===== config.mk =====
export PLATFORM = sky130hd
export DESIGN_NAME = seq_shift_reg
export DESIGN_NICKNAME = d
export VERILOG_FILES = /design/src/rtl/seq_shift_reg.sv
export SDC_FILE = /design/constraint.sdc
export NUM_CORES = 1
export LEC_CHECK = 0
export ABC_AREA = 1
export CAP_MARGIN = 10
export CORE_MARGIN = 5
export CORE_UTILIZATION = 29
export DETAILED_ROUTE_END_ITERATION = 7
export HOLD_SLACK_MARGIN = 0.06
export SLEW_MARGIN = 10
export SYNTH_ARGS = -nofsm -noshare
export SYNTH_HDL_FRONTEND = slang
export SYNTH_SLANG_ARGS = --single-unit
export TNS_END_PERCENT = 10

===== constraint.sdc =====
create_clock -name clk -period 2.9 [get_ports clk]
set_clock_uncertainty 0.2 [all_clocks]
set_input_delay 0.58 -clock clk [delete_from_list [all_inputs] [get_ports clk]]
set_output_delay 0.58 -clock clk [all_outputs]
set_load 0.02 [all_outputs]

===== src/rtl/seq_shift_reg.sv =====
// Multi-cycle shift register: parallel load, then shift by amt one position per clock.
// Optional SEQ_SHIFT_ROTATE_EN: when defined, mode 11 rotates; otherwise it acts as logical.
module seq_shift_reg #(
    parameter int WIDTH = 8,
    localparam int CNT_W = $clog2(WIDTH) + 1
) (
    input  logic             clk,
    input  logic             rst,
    input  logic             load,
    input  logic             start,
    input  logic             dir,
    input  logic [1:0]       mode,
    input  logic [CNT_W-1:0] amt,
    input  logic             ser_in,
    input  logic [WIDTH-1:0] in,
    output logic [WIDTH-1:0] q,
    output logic             busy,
    output logic             done,
    output logic             cout
);

    // Handshake: load and start are accepted only in IDLE. busy stays high while shifting.
    // done is a one-cycle pulse; q and cout hold the result while done is high.
    typedef enum logic [1:0] {
        IDLE  = 2'd0,
        SHIFT = 2'd1,
        DONE  = 2'd2
    } state_t;

    localparam logic [CNT_W-1:0] WIDTH_C = CNT_W'(WIDTH);
    localparam logic [CNT_W-1:0] ONE_C   = CNT_W'(1);

    state_t           state;
    logic [CNT_W-1:0] cnt;
    logic             dir_q;
    logic [1:0]       mode_q;
    logic             fill;
    logic [WIDTH-1:0] shifted;
    logic             out_bit;

    always_comb begin
        fill = 1'b0;
        case (mode_q)
            2'b01:   fill = ser_in;
            2'b10:   fill = dir_q ? 1'b0 : q[WIDTH-1];
`ifdef SEQ_SHIFT_ROTATE_EN
            2'b11:   fill = dir_q ? q[WIDTH-1] : q[0];
`endif
            default: fill = 1'b0;
        endcase
        shifted = dir_q ? {q[WIDTH-2:0], fill} : {fill, q[WIDTH-1:1]};
        out_bit = dir_q ? q[WIDTH-1] : q[0];
    end

    always_ff @(posedge clk) begin
        if (!rst) begin
            state  <= IDLE;
            q      <= '0;
            cout   <= 1'b0;
            busy   <= 1'b0;
            done   <= 1'b0;
            cnt    <= '0;
            dir_q  <= 1'b0;
            mode_q <= 2'b00;
        end else begin
            case (state)
                IDLE: begin
                    done <= 1'b0;
                    busy <= 1'b0;
                    if (load) begin
                        q    <= in;
                        cout <= 1'b0;
                    end else if (start) begin
                        if (amt == '0) begin
                            state <= DONE;
                            done  <= 1'b1;
                        end else begin
                            dir_q  <= dir;
                            mode_q <= mode;
                            cnt    <= (amt > WIDTH_C) ? WIDTH_C : amt;
                            busy   <= 1'b1;
                            state  <= SHIFT;
                        end
                    end
                end
                SHIFT: begin
                    q    <= shifted;
                    cout <= out_bit;
                    cnt  <= cnt - ONE_C;
                    if (cnt == ONE_C) begin
                        busy  <= 1'b0;
                        done  <= 1'b1;
                        state <= DONE;
                    end
                end
                DONE: begin
                    done  <= 1'b0;
                    state <= IDLE;
                end
                default: begin
                    busy  <= 1'b0;
                    done  <= 1'b0;
                    state <= IDLE;
                end
            endcase
        end
    end

endmodule


; Yosys cells after proc, flatten, opt, wreduce, memory -nomap -nowiden
; Index checks and enable logic that the tools add are counted.
[word_totals]
regBits = 20
latchBits = 0
ram_bits = 0
rom_bits = 0
out_inout_bits = 11
n_memories = 0
[classes]
addsub = 1
mul = 0
div = 0
magnitude_cmp = 1
eq_ne = 10
shifts = 0
n_mux = 28
bitwise = 3
n_reduce_logical = 8
[op_table]
columns = op, count
row1 = $mux W4, 4
row2 = $mux W8, 2
row3 = $pmux W8 S2, 1
row4 = $mux W1, 11
row5 = $ne A2 B2 Y1 const B, 5
row6 = $mux W2, 4
row7 = $pmux W4 S2, 1
row8 = $reduce_and A4 Y1, 2
row9 = $pmux W1 S2, 3
row10 = $eq A2 B1 Y1 const B, 2
row11 = $eq A2 B2 Y1 const B, 2
row12 = $eq A4 B1 Y1 const B, 1
row13 = $gt A4 B4 Y1 const B, 1
row14 = $logic_not A4 Y1, 1
row15 = $pmux W2 S2, 1
row16 = $reduce_and A2 Y1, 2
row17 = $sub A4 B1 Y4 const B, 1
row18 = $not A1 Y1, 3
row19 = $pmux W1 S3, 1
row20 = $reduce_and A3 Y1, 1
row21 = $logic_not A2 Y1, 1
row22 = $reduce_bool A2 Y1, 1

; Longest topological paths before layout
[logic_depth]
ltp_word = 6
mapped_depth = 9
mapped_depth_nobuf = 8

; Worst setup path before layout
; No wires, ideal clock.
[synth_path]
path_type = input to register
from = input port load
to = register q[6]
setup_time_ns = 0.116
arrival_time_ns = 1.141
required_ns = 2.584
setup_slack_ns = 1.443
cell_stages = 4
n_path_buf = 0
path_cell_list = o21ai_2 -> inv_4 -> o211ai_1 -> inv_1
[synth_via]
elab_chain_cells = 2
[synth_rtl]
columns = element, line
row1 = from (decl), 9  ; input logic load,
row2 = $ne A2 B2 Y1 (no source line), -
row3 = $reduce_and A2 Y1 (no source line), -
row4 = to (signal assigned), 71  ; q <= in;
row5 = to (signal assigned), 87  ; q <= shifted;
row6 = to (decl), 16  ; output logic [WIDTH-1:0] q,
; Every way passes these cells.
; A chain may end at the register's enable or synchronous reset.

; Final worst setup path
[layout_path]
from = register q[7]
to = output port q[7]
; No word-level cell between the ends.

==> impl_metrics.env <==
export IMPL_drc=0
export IMPL_h_tree_depth=1
export IMPL_p_switching_w=0.0002238
export IMPL_swShare=0.3164
export IMPL_die_h_um=72.32
export IMPL_cp_slowest_cell="clkdlybuf4s50_1"
export IMPL_area_growth_syn_to_layout_pct=33.33
export IMPL_cap_violations=0
export IMPL_die_area_um2=5229
export IMPL_ys_seq_area_frac=0.3556
export IMPL_comb_power_share=0.285
export IMPL_drive_above_1_share=0.06533
export IMPL_final_antenna_net_count=0
export IMPL_fin_nets=225
export IMPL_postSynthCellCount=170
export IMPL_cpPeakStageDelay_ps=640
export IMPL_vias=1160
export IMPL_cp_end_kind="primary output"
export IMPL_relSlewSlack=0.6745
export IMPL_rsz0062_at_grt="no"
export IMPL_portBuffers=30
export IMPL_worst_pin_slew_ps=486.7
export IMPL_crit_path_cell_trace="clkdlybuf4s50_1"
export IMPL_p_int_w=0.0004835
export IMPL_grt_pass1_vias=1034
export IMPL_hold_buffers=0
export IMPL_worstPathRequired_ps=2120
export IMPL_syn_nets=194
export IMPL_clk_pin_slew_worst_paths_ps=70
export IMPL_ctsRootBufferMaster="clkbuf_8"
export IMPL_ys_ff_latch=20
export IMPL_multi_input_area_um2=633.1
export IMPL_pwr_share_seq=0.460
export IMPL_timing_fmax_mhz=476.2
export IMPL_clk_latency_ps=250
export IMPL_cts_buffers=3
export IMPL_dp_hpwl_um=2095
export IMPL_die_w_um=72.32
export IMPL_cts_path_max_buffers=2
export IMPL_vias_per_cell=4.696
export IMPL_fill_cells=422
export IMPL_gp_congestion=0.8209
export IMPL_leakagePower_nw=0.6349
export IMPL_maxSlewViolCount=0
export IMPL_fin_crit_sh=0.7241
export IMPL_power_density_nw_per_um2=471.1
export IMPL_arrival_ps=1320
export IMPL_antenna_cells=0
export IMPL_drtIter0Drc=79
export IMPL_cts_resized=0
export IMPL_register_area_um2=400.4
export IMPL_cts_sinks=20
export IMPL_cp_start_kind="flip-flop"
export IMPL_finalSetupViolCount=0
export IMPL_status="finished clean"
export IMPL_worstPathMaxFanout=5
export IMPL_hold_viol=0
export IMPL_cp_num_buf_inv=1
export IMPL_synth_cell_area_um2=1126
export IMPL_post_cts_setup_buffers=0
export IMPL_ir_drop_uv=220.4
export IMPL_route_final_wire_length_um=2805
export IMPL_row_count=22
export IMPL_total_power_w=0.0007074
export IMPL_grt_pass1_wl_um=4712
export IMPL_final_setup_tns_ps=0
export IMPL_design_area_um2=1501
export IMPL_yosysWarningCount=0
export IMPL_drt_pass1_iterations=6
export IMPL_clockPowerShare=0.255
export IMPL_worst_path_dominant_cell_family="buffers and inverters"
export IMPL_yosysUniqueCellTypes=19
export IMPL_postPlaceCellArea_um2=1460
export IMPL_start_util=0.3030
export IMPL_routedWlPerCell_um=11.36
export IMPL_grt_max_degree=17
export IMPL_hold_path_class="flip-flop to flip-flop"
export IMPL_min_period_ps=2100
export IMPL_ios=31
export IMPL_syn_mean_instance_area_um2=6.624
export IMPL_cts_tree="yes"
export IMPL_grt_overflow=0
export IMPL_critPathKind="flip-flop to primary output"
export IMPL_grt_usage=0.1140
export IMPL_core_area_um2=3716
export IMPL_antenna_found_initial=0
[routing by layer]
metal	global-route usage	part of all wire
met1	0.1518	0.49
met2	0.1719	0.42
met5	0	0
met4	0.03758	0.013
met3	0.03878	0.074
[area by class of cell]
type | instances | area share
Inverter | 17 | 0.04417
Timing Repair Buffer | 30 | 0.2000
Clock buffer | 3 | 0.02750
Sequential cell | 20 | 0.2667
Multi-Input combinational cell | 129 | 0.4217
Tap cell | 48 | 0.04000
[synthesized netlist by cell type, drive strengths merged]
library cell | instances | share of area
nand3 | 11 | 0.049
o211ai | 1 | 0.0067
dfxtp | 20 | 0.36
nand2 | 50 | 0.18
ha | 4 | 0.044
xnor2 | 1 | 0.0078
a21oi | 25 | 0.11
inv | 17 | 0.059
nor2 | 20 | 0.081
buf | 4 | 0.023
o21ai | 17 | 0.079
[power by group through the flow]
stage                     combinational (W)  clock [W]  sequential [W]
after floorplan                    0.000115          0        0.000341
after CTS                          0.000203   0.000187        0.000325
final                              0.000202   0.000180        0.000325
after global routing               0.000230   0.000194        0.000329
after global placement             0.000202          0        0.000332
after detailed placement           0.000203          0        0.000332
[path summary, 6_finish.rpt]
check / from / to / slack, ps / depth (start not counted)
max: q[7] / q[7] / 800 / 1
min: busy / busy / 270 / 2
max reg2reg: state[1] / q[0] / 1400 / 5
min reg2reg: busy / busy / 270 / 2
[kinds of logic after synthesis]
group | share of synthesized area
flops | 0.3556
buf+inv | 0.08222
xor+xnor | 0.007779
compound gates | 0.2000
simple gates | 0.3100
fa+ha+maj | 0.04445
[flip-flops by register name, summed over array words and instances, names as in the netlist]
| register | cells |
|---|---|
| dir_q | 1 |
| q | 8 |
| cnt | 4 |
| mode_q | 2 |
| done | 1 |
| state | 2 |
| cout | 1 |
| busy | 1 |
[placed cells by master, fill, tap and decap left out, drive strengths merged]
| cell type | count |
|---|---|
| a21oi | 25 |
| clkbuf | 3 |
| clkdlybuf4s50 | 30 |
| dfxtp | 20 |
| ha | 4 |
| inv | 17 |
| nand2 | 50 |
| nand3 | 11 |
| nor2 | 20 |
| o211ai | 1 |
| o21ai | 17 |
| xnor2 | 1 |
[through the flow]
step                      hold WS, ps  cells    util  setup WS [ps]
after floorplan                 250.6    170       -           1443
after detailed placement        255.9    244  0.3929          794.4
after CTS                       269.2    247  0.4040          786.1
after global routing            277.1    247  0.4040          768.4
after global placement          257.0    244  0.3929          813.6
final                           269.1    247  0.4040          800.1
Power figures use the tool's default switching activity.
